## src/rtl/hs32_decode_exec.sv

```systemverilog
// HS32 decode + execute slice: latches one instruction from fetch, executes it against
// a 16x32 register file through the ALU or a single-beat memory access, and advances pc.
module hs32_decode_exec #(
    parameter logic [31:0] RESET_PC = 32'h0000_0000
) (
    input  logic        clk,
    input  logic        reset,
    input  logic [31:0] instf,
    input  logic        rdyd,
    output logic        reqd,
    output logic [31:0] addr,
    input  logic [31:0] dtrm,
    output logic [31:0] dtwm,
    output logic        reqm,
    input  logic        rdym,
    output logic        rw_mem,
    output logic [31:0] pc,
    input  logic [3:0]  dbg_sel,
    output logic [31:0] dbg_data
);

    typedef enum logic [1:0] {IDLE, EXEC, MEM} state_t;

    localparam logic [3:0] CLS_LDR = 4'h1;
    localparam logic [3:0] CLS_MOV = 4'h2;
    localparam logic [3:0] CLS_STR = 4'h3;
    localparam logic [3:0] CLS_ADD = 4'h4;
    localparam logic [3:0] CLS_SUB = 4'h5;
    localparam logic [3:0] CLS_AND = 4'h6;
    localparam logic [3:0] CLS_OR  = 4'h7;
    localparam logic [3:0] CLS_XOR = 4'h8;

    state_t      state;
    state_t      state_next;
    logic [31:0] inst;
    logic [31:0] regs [16];

    logic [7:0]  op;
    logic [3:0]  cls;
    logic [3:0]  rd;
    logic [3:0]  rm;
    logic [3:0]  rn;
    logic [4:0]  sh;
    logic [31:0] imm;
    logic [31:0] operand_b;
    logic [31:0] alu_result;
    logic        alu_write;
    logic        is_mem;
    logic        unused_op_bits;

    assign op    = inst[31:24];
    assign cls   = op[7:4];
    assign rd    = inst[23:20];
    assign rm    = inst[19:16];
    assign rn    = inst[15:12];
    assign sh    = inst[11:7];
    assign imm   = {16'h0000, inst[15:0]};
    assign is_mem = (cls == CLS_LDR) || (cls == CLS_STR);
    assign unused_op_bits = ^{op[3], op[1:0]};

    assign operand_b = op[2] ? imm : (regs[rn] << sh);

    always_comb begin
        alu_result = '0;
        alu_write  = 1'b1;
        case (cls)
            CLS_MOV: alu_result = operand_b;
            CLS_ADD: alu_result = regs[rm] + operand_b;
            CLS_SUB: alu_result = regs[rm] - operand_b;
            CLS_AND: alu_result = regs[rm] & operand_b;
            CLS_OR:  alu_result = regs[rm] | operand_b;
            CLS_XOR: alu_result = regs[rm] ^ operand_b;
            default: alu_write  = 1'b0;
        endcase
    end

    always_ff @(posedge clk or negedge reset) begin
        if (!reset) state <= IDLE;
        else        state <= state_next;
    end

    always_comb begin
        state_next = state;
        case (state)
            IDLE:    if (rdyd) state_next = EXEC;
            EXEC:    state_next = is_mem ? MEM : IDLE;
            MEM:     if (rdym) state_next = IDLE;
            default: state_next = IDLE;
        endcase
    end

    // reqd is gated by reset so fetch never sees an accept while the block is held in reset.
    assign reqd     = reset && (state == IDLE);
    assign reqm     = (state == MEM);
    assign dbg_data = regs[dbg_sel];

    always_ff @(posedge clk or negedge reset) begin
        if (!reset) begin
            inst   <= '0;
            pc     <= RESET_PC;
            addr   <= '0;
            dtwm   <= '0;
            rw_mem <= 1'b0;
            for (int i = 0; i < 16; i++) regs[i] <= '0;
        end else begin
            case (state)
                IDLE: if (rdyd) inst <= instf;
                EXEC: begin
                    if (is_mem) begin
                        addr   <= regs[rm] + imm;
                        dtwm   <= regs[rd];
                        rw_mem <= (cls == CLS_STR);
                    end else begin
                        if (alu_write) regs[rd] <= alu_result;
                        pc <= pc + 32'd4;
                    end
                end
                MEM: begin
                    if (rdym) begin
                        if (cls == CLS_LDR) regs[rd] <= dtrm;
                        pc <= pc + 32'd4;
                    end
                end
                default: ;
            endcase
        end
    end

endmodule

```

## config.mk

```make
export PLATFORM = sky130hd
export DESIGN_NAME = hs32_decode_exec
export DESIGN_NICKNAME = d
export VERILOG_FILES = /design/src/rtl/hs32_decode_exec.sv
export SDC_FILE = /design/constraint.sdc
export NUM_CORES = 2
export LEC_CHECK = 0
export CAP_MARGIN = 20
export CORE_ASPECT_RATIO = 2
export CORE_MARGIN = 8
export CORE_UTILIZATION = 40
export DETAILED_ROUTE_END_ITERATION = 16
export SETUP_SLACK_MARGIN = 0.5
export SLEW_MARGIN = 20
export SYNTH_ARGS = -nofsm -noshare
export SYNTH_HDL_FRONTEND = slang
export SYNTH_SLANG_ARGS = --single-unit
```

## constraint.sdc

```tcl
create_clock -name clk -period 18.95 [get_ports clk]
set_input_delay 2.8425 -clock clk [delete_from_list [all_inputs] [get_ports clk]]
set_output_delay 2.8425 -clock clk [all_outputs]
set_load 0.005 [all_outputs]
```

-- Word-level counts from Yosys, hierarchy flattened
Cells that the tools add are included.
- register bits: 643
- output and inout port bits: 131
- input bits: 72
- reductions and logical operators: 11
- muxes and demuxes: 31
- bitwise logic cells: 7
- $lt $le $gt $ge: 5
- shifts and indexed selects: 1
- equality and inequality tests: 15
- add/sub/neg operators: 4
- operators with widths (cell ; count):
    $mux 512 ; 4
    $bwmux 512 ; 2
    $pmux 512 s2 ; 1
    $bmux 32 s4 ; 4
    $mux 32 ; 12
    $pmux 32 s6 ; 1
    $demux 32 s4 ; 1
    $pmux 32 s2 ; 1
    $add 32x16->32 ; 1
    $add 32x3->32 const B ; 1
    $add 32x32->32 ; 1
    $and 32x32->32 ; 1
    $or 32x32->32 ; 1
    $shl 32x5->32 ; 1
    $sub 32x32->32 ; 1
    $xor 32x32->32 ; 1
    $ge 5x5->1 const B ; 4
    $not 4->5 ; 4
    $eq 4x3->1 const B ; 4
    $eq 4x2->1 const B ; 2
    $mux 2 ; 3
    $ne 2x2->1 const B ; 3
    $pmux 2 s3 ; 1
    $reduce_and 2->1 ; 3
    other kinds (14) ; 16

-- Depth between registers and ports, before layout
- word-level depth: 12
- depth in mapped cells: 33

-- Worst setup path after synthesis
Ideal clock, no wire load.
- path kind: input to output
- from: input dbg_sel[0]
- to: output dbg_data[11]
- cell stages on the path: 4
- required time: 16108 ps
- setup slack: 11193 ps
- arrival: 4914 ps
- path buffers: 2
- cell sequence: clkbuf_1 -> buf_1 -> mux4_2 -> mux4_2
- longest elaborated chain between the ends: 4
- RTL lines (what ; line ; source):
    start, declared ; 18 ; input logic [3:0] dbg_sel,
    $not 4->5 (implied by the code) ; 95 ; assign dbg_data = regs[dbg_sel];
    $bmux 32 s4 ; 95 ;
    $mux 32 (implied by the code) (2 in a row) ; 95 ;
    end, declared ; 19 ; output logic [31:0] dbg_data
No other way between the ends. The select of a mux whose other input is x is not followed.

-- Final worst setup path
- from: register inst[13]
- to: register regs[383] (netlist name)
- longest elaborated chain between the ends: 12
- RTL lines (what ; line ; source):
    start, declared ; 35 ; logic [31:0] inst;
    start signal, assigned ; 107 ; IDLE: if (rdyd) inst <= instf;
    $not 4->5 (implied by the code) ; 61 ; assign operand_b = op[2] ? imm : (regs[rn] << sh);
    $bmux 32 s4 ; 61 ;
    $mux 32 (implied by the code) (2 in a row) ; 61 ;
    $shl 32x5->32 ; 61 ;
    $mux 32 (*) ; 61 ;
    $sub 32x32->32, or another cell as far along ; 69 ; CLS_SUB: alu_result = regs[rm] - operand_b;
    $pmux 32 s6 (*) ; 66 ; case (cls)
    $bwmux 512 (*) ; 114 ; if (alu_write) regs[rd] <= alu_result;
    $mux 512 (*) ; 114 ;
    $mux 512 (*) ; 109 ; if (is_mem) begin
    $pmux 512 s2 (*) ; 106 ; case (state)
    end signal, assigned by index ; 114 ;
    end signal, assigned by index ; 120 ; if (cls == CLS_LDR) regs[rd] <= dtrm;
    end, declared ; 36 ; logic [31:0] regs [16];
Mark *: on every way between the ends. The rest lies on a longest branch, timed or not. The select of a mux whose other input is x is not followed.
A chain may end at the register's enable or synchronous reset.

==> out/summary.txt <==
CLOCK TREE
----------------------------------------------------------------------------------------
Clock transition at the registers of the reported paths ...................      0.07 ns
Clock latency at the later pin of the worst-skew pair .....................      0.70 ns
Resized cells post-CTS ....................................................            0
CTS Hold Bufs .............................................................            0
Post-CTS Setup Repair Bufs ................................................            0
Total clock sinks .........................................................          638
Clock root buffer ......................................................... sky130_fd_sc_hd__clkbuf_16
TritonCTS clock tree ......................................................         done
Number of buffers created by CTS ..........................................           60
Maximum level of the CTS H-tree ...........................................            2
Worst-case clock buffer depth .............................................            3

SYNTHESIS
----------------------------------------------------------------------------------------
Register bit count reported by yosys ......................................          638
Fraction of synthesized cell area taken by the top area cell type .........        34.1%
Synthesized netlist cell count ............................................         4284
Synth Area in XOR/XNOR ....................................................        2.07%
Proportion of synthesized area in mux cells ...............................        35.4%
Most used flip-flop cell after synthesis .................................. sky130_fd_sc_hd__dfrtp_1
Top cells by instance count after synthesis ............................... 1115 x sky130_fd_sc_hd__nand2_1, 638 x sky130_fd_sc_hd__dfrtp_1, 523 x sky130_fd_sc_hd__mux4_2, 232 x sky130_fd_sc_hd__mux2_2, 227 x sky130_fd_sc_hd__clkbuf_1
EDFF count, synth .........................................................            0
Sequential cell area fraction in the yosys report .........................        34.1%
Adder-cell area share of the yosys netlist ................................        3.05%
Leading cell types by total area after synthesis .......................... sky130_fd_sc_hd__dfrtp_1 34%, sky130_fd_sc_hd__mux4_2 25%, sky130_fd_sc_hd__nand2_1 8.9%
Most used standard cell by instance count after synthesis ................. sky130_fd_sc_hd__nand2_1
Post-synthesis async set-or-reset flop share ..............................         100%
Largest area contributor in the synthesized netlist ....................... sky130_fd_sc_hd__dfrtp_1
Dominant combinational cell family by area after synthesis ................ multiplexers
Syn Std Cell Area .........................................................    46900 um2
Number of different library cells in the post-synthesis netlist ...........           93
Compound-Gate Fraction of Synth Area ......................................        8.78%
Synth warn ................................................................            0
Synth Area per Inst .......................................................     10.9 um2
Simple-Gate Fraction of Synth Area ........................................        12.7%

TIMING
----------------------------------------------------------------------------------------
Pins Over Slew Limit ......................................................            0
Share of the clock period used by the worst path ..........................        57.3%
Slew HR ...................................................................        23.0%
Setup Total Neg Slack .....................................................         0 ns
Max Freq ..................................................................     92.0 MHz
Final setup fails .........................................................            0
Maximum clock skew at final layout ........................................    0.0289 ns
Worst slew pin tran .......................................................      1.15 ns
Hold slack ................................................................     0.470 ns
Fin crit period ...........................................................     10.86 ns
Hold Vio Cnt, Final .......................................................            0
Setup repair after global routing missed its margin .......................           no

FLOORPLAN
----------------------------------------------------------------------------------------
Io pins ...................................................................          203
Std cell rows .............................................................          177
Die Area ..................................................................   129000 um2
Height of the die .........................................................       500 um
Core Footprint ............................................................   116000 um2
Starting density of the core ..............................................        40.3%
Horizontal die dimension ..................................................       258 um

CRITICAL PATH
----------------------------------------------------------------------------------------
Crit path max fanout ......................................................           55
FF-to-FF setup slack ......................................................      8.09 ns
Critical path arrival .....................................................     11.40 ns
Startpoint-to-endpoint class of the critical path .........................      reg2reg
Critical Path Sink Type ...................................................         flop
Nature of the critical path startpoint ....................................         flop
Slowest cell on crit path ................................................. sky130_fd_sc_hd__dfrtp_4
Delay of the slowest cell on the worst path ...............................      0.92 ns
Worst reg2reg path depth ..................................................           29
Data required time of the critical path ...................................     19.49 ns
Top Family by Delay on Critical Path ...................................... compound AO/OA/AOI/OAI gates
Worst reg2reg path endpoint ...............................................    regs[383]
Count of buffer and inverter cells on the critical path ...................            4
R2r startpoint ............................................................     inst[13]

ROUTING
----------------------------------------------------------------------------------------
Wire length reported by the detailed router ...............................    188000 um
Vias/cell .................................................................         6.59
Iteration-0 DRC Markers ...................................................         4125
DR WL/cell ................................................................      32.0 um
Met1 Wirelength ...........................................................     61600 um
Met2 Routed Length ........................................................     88400 um
Number of search-and-repair iterations in the first detailed-routing pass .            5
Routed met3 length ........................................................     17800 um
Count of nets left with antenna violations after detail routing ...........            0
Highest metal layer with signal wires .....................................         met5
Residual DRC ..............................................................            0
Via count .................................................................        38.8k

WORST HOLD PATH
----------------------------------------------------------------------------------------
Startpoint of the tightest hold check path ................................       pc[31]
Worst min-delay path class ................................................      reg2reg
End of the worst hold path ................................................       pc[31]
Worst Hold Depth ..........................................................            1

GLOBAL ROUTE
----------------------------------------------------------------------------------------
Aggregate global routing overflow .........................................            0
Tot GR Track Use ..........................................................        28.6%
Number of antenna violations at the first check in global routing .........            3
Largest net degree at the start of global routing .........................          122
Number of global-route vias before repair .................................        39.5k
Global-route wire length before repair ....................................    274000 um

PLACED DESIGN
----------------------------------------------------------------------------------------
Routability cong. .........................................................        0.989
Number of I/O port buffers ................................................          197
Detail Placement HPWL .....................................................    128000 um
Number of cells after detailed placement ..................................         5768

PWR
----------------------------------------------------------------------------------------
Power density normalized to cell area .....................................   194 nW/um2
Total power ...............................................................      10.2 mW
Maximum vdd ir drop .......................................................       127 uV
Leak ......................................................................      23.0 nW

LAYOUT
----------------------------------------------------------------------------------------
Layout overhead on the synthesized area ...................................        11.8%
Share of layout cells above drive strength 1 ..............................        24.5%
Count of nets after finishing .............................................         4494
Final cell count without fillers ..........................................         5881

RUN STATUS
----------------------------------------------------------------------------------------
Status .................................................................... finished clean

RUN
----------------------------------------------------------------------------------------
Number of maximum-capacitance violations ..................................            0

-- cell type report --
cell class              count  area (um2)
diodes                      1        2.50
clock inverters            35         433
repair buffers            303        2800
fillers                 10759       63900
inverters                  95         357
well taps                1521        1900
flip-flops and latches    638       16000
multi-input cells        3211       29200
clock buffers              77        1680
-- routing by layer --
metal	track usage, %	vias up
met5	0	-
met4	25.3	2
li1	-	16008
met1	31.3	19617
met3	6.48	812
met2	46.5	2330
-- logic make-up (layout without fill, tap and decap cells) --
| family | after synthesis | after routing |
|---|---|---|
| xor gates and xnor gates | 111 | 111 |
| other | 1 | 3 |
| muxes | 954 | 954 |
| adders and majority gates | 113 | 113 |
| buffers and inverters | 436 | 510 |
| AOI/OAI and AO/OA | 592 | 592 |
| and+or+nand+nor | 1439 | 1439 |
| DFF | 638 | 638 |
-- where the power goes --
group | internal [mW] | switching [mW] | total (mW) | leakage (nW)
combinational | 2.55 | 3.79 | 6.35 | 13.3
sequential | 1.82 | 0.687 | 2.51 | 8.67
clock | 0.726 | 0.604 | 1.33 | 1.01
total | 5.10 | 5.09 | 10.2 | 23.0
-- flip-flops by register name (all words and copies together) (netlist names) --
signal,count
dtwm,32
addr,32
regs,512
rw_mem,1
pc,30
inst,29
state,2
-- stage by stage --
stage          util (%)  setup slack, ns  cell area [um2]
2_1_floorplan         -            11.19            46900
3_3_place_gp       43.2             8.52            50300
3_5_place_dp       43.2             8.37            50300
4_1_cts            45.1             8.32            52400
5_1_grt            45.1             7.76            52400
6_report           45.1             8.09            52400
-- cells in the final DEF (no fill, tap or decap), drive strengths merged, types with 12 or more instances in the layout --
cell           instances
xor2                  27
nand4                 17
and3                  20
o21ai                135
nand2               1115
inv                   98
mux4                 535
mux2i                187
o221ai                12
nand2b                16
o31ai                 46
nor3                  29
o211ai                14
clkbuf                78
a22oi                100
nand3                 79
clkdlybuf4s50        192
dfrtp                638
a221oi                31
buf                  110
mux2                 232
ha                   111
a31oi                 12
a211oi                19
o21a                  18
a21o                  19
clkinv                15
xnor2                 84
a21oi                 95
nor2                 109
-- how the worst max path moves through the flow --
| stage | start | endpoint | slack (ns) | cells after the start |
|---|---|---|---|---|
| finish | inst[13] | regs[383] | 8.09 | 29 |
| global route | inst[13] | regs[383] | 7.76 | 29 |
| CTS | inst[13] | regs[383] | 8.32 | 28 |
| detailed placement | inst[13] | regs[383] | 8.37 | 28 |
| global placement | inst[13] | regs[383] | 8.52 | 28 |
| floorplan | dbg_sel[0] | dbg_data[11] | 11.19 | 4 |
Power figures use the tool's default switching activity.
